**config.mk**
```make
export PLATFORM = sky130hd
export DESIGN_NAME = uart_rx_buffer
export DESIGN_NICKNAME = d
export VERILOG_FILES = /design/src/rtl/uart_pkg.sv /design/src/rtl/byte_fifo.sv /design/src/rtl/uart_rx_buffer.sv
export SDC_FILE = /design/constraint.sdc
export NUM_CORES = 1
export LEC_CHECK = 0
export BUFFER_PORTS_ARGS = -buffer_cell sky130_fd_sc_hd__buf_2
export CORE_MARGIN = 10
export CORE_UTILIZATION = 25
export DETAILED_ROUTE_END_ITERATION = 10
export SYNTH_ARGS = -nofsm -noshare
export SYNTH_HDL_FRONTEND = slang
export SYNTH_HIERARCHICAL = 1
export SYNTH_SLANG_ARGS = --single-unit
```
**constraint.sdc**
```tcl
create_clock -name clk -period 4.1 [get_ports clk]
set_input_delay 0.41 -clock clk [delete_from_list [all_inputs] [get_ports clk]]
set_output_delay 0.41 -clock clk [all_outputs]
set_load 0.01 [all_outputs]
```
**src/rtl/uart_pkg.sv**
```systemverilog
// UART MMIO address map shared by the load-path encoder and the receive buffer.
package uart_pkg;

  localparam logic [31:0] UART_CTRL_ADDR    = 32'h8000_0000;
  localparam logic [31:0] UART_RXVALID_ADDR = 32'h8000_0004;
  localparam logic [31:0] UART_TXDATA_ADDR  = 32'h8000_0008;
  localparam logic [31:0] UART_RXDATA_ADDR  = 32'h8000_000c;

endpackage

```
**src/rtl/byte_fifo.sv**
```systemverilog
// Generic DEPTH x 8 circular byte buffer with registered pointers and occupancy count.
module byte_fifo #(
  parameter int DEPTH  = 8,
  parameter int ADDR_W = 3
) (
  input  logic              clk,
  input  logic              reset_n,
  input  logic              flush,
  input  logic              push,
  input  logic              pop,
  input  logic [7:0]        wrData,
  output logic [7:0]        headData,
  output logic [ADDR_W:0]   count,
  output logic              full,
  output logic              empty
);

  logic [7:0]        mem [DEPTH];
  logic [ADDR_W-1:0] rdPtr;
  logic [ADDR_W-1:0] wrPtr;
  logic              doPush;
  logic              doPop;

  // The caller only pushes when not full or popping in the same cycle.
  assign doPush = push && !flush;
  assign doPop  = pop && !empty && !flush;

  // NOTE: storage has no reset; the count gates every read, so stale contents are never visible.
  always_ff @(posedge clk) begin
    if (doPush) mem[wrPtr] <= wrData;
  end

  // DEPTH is a power of two, so pointer increment wraps DEPTH-1 -> 0 for free.
  always_ff @(posedge clk or negedge reset_n) begin
    if (!reset_n) begin
      rdPtr <= '0;
      wrPtr <= '0;
      count <= '0;
    end else if (flush) begin
      rdPtr <= '0;
      wrPtr <= '0;
      count <= '0;
    end else begin
      if (doPush) wrPtr <= wrPtr + ADDR_W'(1);
      if (doPop)  rdPtr <= rdPtr + ADDR_W'(1);
      case ({doPush, doPop})
        2'b10:   count <= count + (ADDR_W+1)'(1);
        2'b01:   count <= count - (ADDR_W+1)'(1);
        default: count <= count;
      endcase
    end
  end

  assign full     = (count == (ADDR_W+1)'(DEPTH));
  assign empty    = (count == '0);
  assign headData = empty ? 8'h00 : mem[rdPtr];

endmodule

```
**src/rtl/uart_rx_buffer.sv**
```systemverilog
// Receive byte buffer between the UART receiver and the load-path encoder:
// one pop per CPU load of the RX data address, sticky overflow on dropped bytes.
module uart_rx_buffer
  import uart_pkg::*;
#(
  parameter int          DEPTH        = 8,
  parameter int          ADDR_W       = 3,
  parameter logic [31:0] RX_DATA_ADDR = UART_RXDATA_ADDR
) (
  input  logic              clk,
  input  logic              reset_n,
  input  logic [7:0]        rx_data,
  input  logic              rx_valid,
  output logic              rx_ready,
  input  logic [31:0]       addr,
  input  logic              memRd,
  input  logic              flush,
  output logic [7:0]        DataOut,
  output logic              DataOutValid,
  output logic [ADDR_W:0]   count,
  output logic              overflow
);

  logic rdHit;
  logic rdSeen;
  logic pop;
  logic push;
  logic full;
  logic empty;

  // A held load pops only on its first cycle; rdSeen remembers the previous cycle's hit.
  assign rdHit        = memRd && (addr == RX_DATA_ADDR);
  assign DataOutValid = !empty;
  assign pop          = rdHit && !rdSeen && DataOutValid;
  assign rx_ready     = !full || pop;
  assign push         = rx_valid && rx_ready;

  byte_fifo #(
    .DEPTH  (DEPTH),
    .ADDR_W (ADDR_W)
  ) u_fifo (
    .clk      (clk),
    .reset_n  (reset_n),
    .flush    (flush),
    .push     (push),
    .pop      (pop),
    .wrData   (rx_data),
    .headData (DataOut),
    .count    (count),
    .full     (full),
    .empty    (empty)
  );

  always_ff @(posedge clk or negedge reset_n) begin
    if (!reset_n) begin
      rdSeen   <= 1'b0;
      overflow <= 1'b0;
    end else begin
      rdSeen <= rdHit;
      // A byte arriving during flush is discarded silently, not counted as a drop.
      if (flush)                      overflow <= 1'b0;
      else if (rx_valid && !rx_ready) overflow <= 1'b1;
    end
  end

endmodule

```
==> impl_metrics.ini <==
[pwr]
p_per_area_mw_per_mm2 = 400
power.switching_w = 0.000360
swShare_pct = 21.6
internal_power_w = 0.00131
p_comb_share_pct = 6.0
total_leakage_power_nw = 1.51
vdd_drop_max_uv = 219
seq_power_share_pct = 51.6
p_clk_share_pct = 42.3

[synth]
syn_area_sq_mm = 0.00333
ys_ff_latch = 76
synth_edf_count = 64
avgSynthCellArea_sq_um = 16.9
synthFlopType = edfxtp_1
syn_inst = 197
synth_fp_nets = 246
async_flop_share_pct = 15.8
yosysUniqueCellTypes = 39
ys_seq_area_share_pct = 66.8
synth_warnings = 6

[hold_path]
min_from = rx_data[2]
hold_class = in -> reg

[timing]
tightestPinTransition_ns = 1.06
setup_viol = 0
finalSetupTns_ns = 0
slew_violations = 0
worst_slack_ns = 0.827
rsz0062_at_grt = false
clock.fmax_ghz = 0.306
hold_viol_final = 0
max_slew_margin_pct = 29.0
period_share_pct = 79.8
period_minus_slack_ns = 3.27
fin_skew_ns = 0.00505

[floorplanning]
std_cell_rows = 42
initial_core_util_pct = 25.3
io_pins = 60
fp.coreArea_sq_mm = 0.0131
die_w_um = 135
dieArea_sq_mm = 0.0183
fp.dieH_um = 135

[finish]
fin_util_pct = 31.7
drive_gt1_share_pct = 41.7
instances_no_fill = 452
final_cell_mix = edfxtp_1, buf_2, nor2_1
diodes = 0
num-nets-final = 320
stdcell_area_sq_mm = 0.00417
area_growth_pct = 25.2
layout_commonest_cell = edfxtp_1

[clock_tree]
path_clk_slew_ns = 0.06
clock-root-buffer = clkbuf_16
clock_latency_ns = 0.33
cts_tree = done
htreeDepth = 3
ctsHoldBuffers = 1
clockBufferDepth = 2
numCtsBuffers = 9
cts_sinks = 76
cts_setup_buffers = 0
cts_resized = 0

[critical_path]
arrival_ns = 3.49
worstSetupStartpoint = u_fifo/count[1]
required_ns = 4.31
end_kind = flop
timing.rr.start = u_fifo/count[1]
crit_fanout = 11
crit_type = reg -> reg
start_kind = flop

[job]
drv_cap = 0

[detailed_routing]
ant_nets = 0
wl_per_cell_um = 16.3
dr.first_iter.drc_count = 99
drc = 0
dr.pass1.iters = 4
finalWirelength_mm = 7.35
vias = 1976
viasPerCell = 4.37

[outcome]
status = finished, final reports clean

[global_routing]
overflow = 0
grt_use_total_pct = 8.35
antenna_found_initial = 0
grt_max_degree = 19
grt_pass1_wl_mm = 11.6
grt_pass1_vias = 2164

[placement]
postPlaceCellArea_sq_mm = 0.00389
dp_hpwl_mm = 5.16
gp_congestion = 0.800
place_ws_ns = 0.507
numPlacedInstances = 435
port_buffers = 59
-- critical path, cell delays in order, from the launching register on --
cell,delay (ns)
dfrtp_1,0.55
nor4_2,0.09
buf_4,0.20
or2_2,0.32
nor3_1,0.35
o41ai_4,0.24
nor3_1,0.28
ha_1,0.33
a31o_2,0.25
a31oi_1,0.18
mux2_2,0.35
-- layer usage --
layer  track usage, %  vias to the layer above  routed length (um)
li1                 -                      923                   -
met1             9.42                      979                3110
met2             13.8                       65                3500
met3             3.97                        9                 645
met4             2.45                        0                  93
met5                0                        -                   0
-- synth_stat cells (2+ instances only) --
master / number / area [sq um]
or3_1: 2 / 12.5
or2_2: 3 / 18.8
xor2_1: 3 / 26.3
a21oi_1: 2 / 10.0
nor4_1: 5 / 31.3
dfrtp_1: 12 / 300
edfxtp_1: 64 / 1920
clkbuf_1: 4 / 15.0
nor2_1: 26 / 97.6
buf_2: 4 / 20.0
mux4_2: 16 / 360
nor3_1: 4 / 20.0
nor4_2: 3 / 37.5
mux2i_1: 11 / 110
nand3_1: 2 / 10.0
nand2_1: 4 / 15.0
nor4b_1: 3 / 26.3
xnor2_1: 2 / 17.5
inv_1: 4 / 15.0
ha_1: 4 / 50.1
-- worst paths after layout --
path                                    endpoint  slack (ns)  cells past startpoint
worst max-delay path             u_fifo/count[3]        0.83                     10
worst min-delay path            u_fifo/mem[3][2]        0.35                      1
worst max register to register   u_fifo/count[3]        0.83                     10
worst min register to register   u_fifo/wrPtr[2]        0.58                      2
max in group asynchronous        u_fifo/count[3]        3.38                      2
min in group asynchronous        u_fifo/count[0]        0.50                      2
-- sequential cells by signal (all words and copies together), names as in the netlist --
name,cells
rdSeen,1
u_fifo/mem,64
u_fifo/wrPtr,3
u_fifo/rdPtr,3
u_fifo/count,4
overflow,1
-- stage by stage --
step                power [W]  hold WS [ns]
floorplan            0.000921         0.114
global placement     0.000978         0.304
detailed placement   0.000981         0.311
CTS                   0.00169         0.344
global route          0.00174         0.356
finish                0.00167         0.349
-- power by group through the flow --
stage	clock network, W	registers [W]	logic, W
2_1_floorplan	0	0.000874	0.0000470
3_3_place_gp	0	0.000877	0.000101
3_5_place_dp	0	0.000878	0.000103
4_1_cts	0.000727	0.000862	0.000104
5_1_grt	0.000760	0.000863	0.000115
6_report	0.000706	0.000862	0.000101
-- cells by family after synthesis --
family / share of synthesized area (%)
simple gates: 10.7
flops: 66.8
buf+inv: 1.84
xor+xnor: 1.80
mux: 14.5
compound gates: 2.93
fa+ha+maj: 1.50
-- area by class of cell --
| type | instances | area (sq um) |
|---|---|---|
| fill | 1320 | 8970 |
| clock buffer | 11 | 233 |
| timing repair buffer | 72 | 395 |
| clock inverter | 5 | 37.5 |
| multi-input combinational | 108 | 1040 |
| inverter | 4 | 15.0 |
| tap | 176 | 220 |
| sequential | 76 | 2220 |
(Power assumes the default switching activity.)
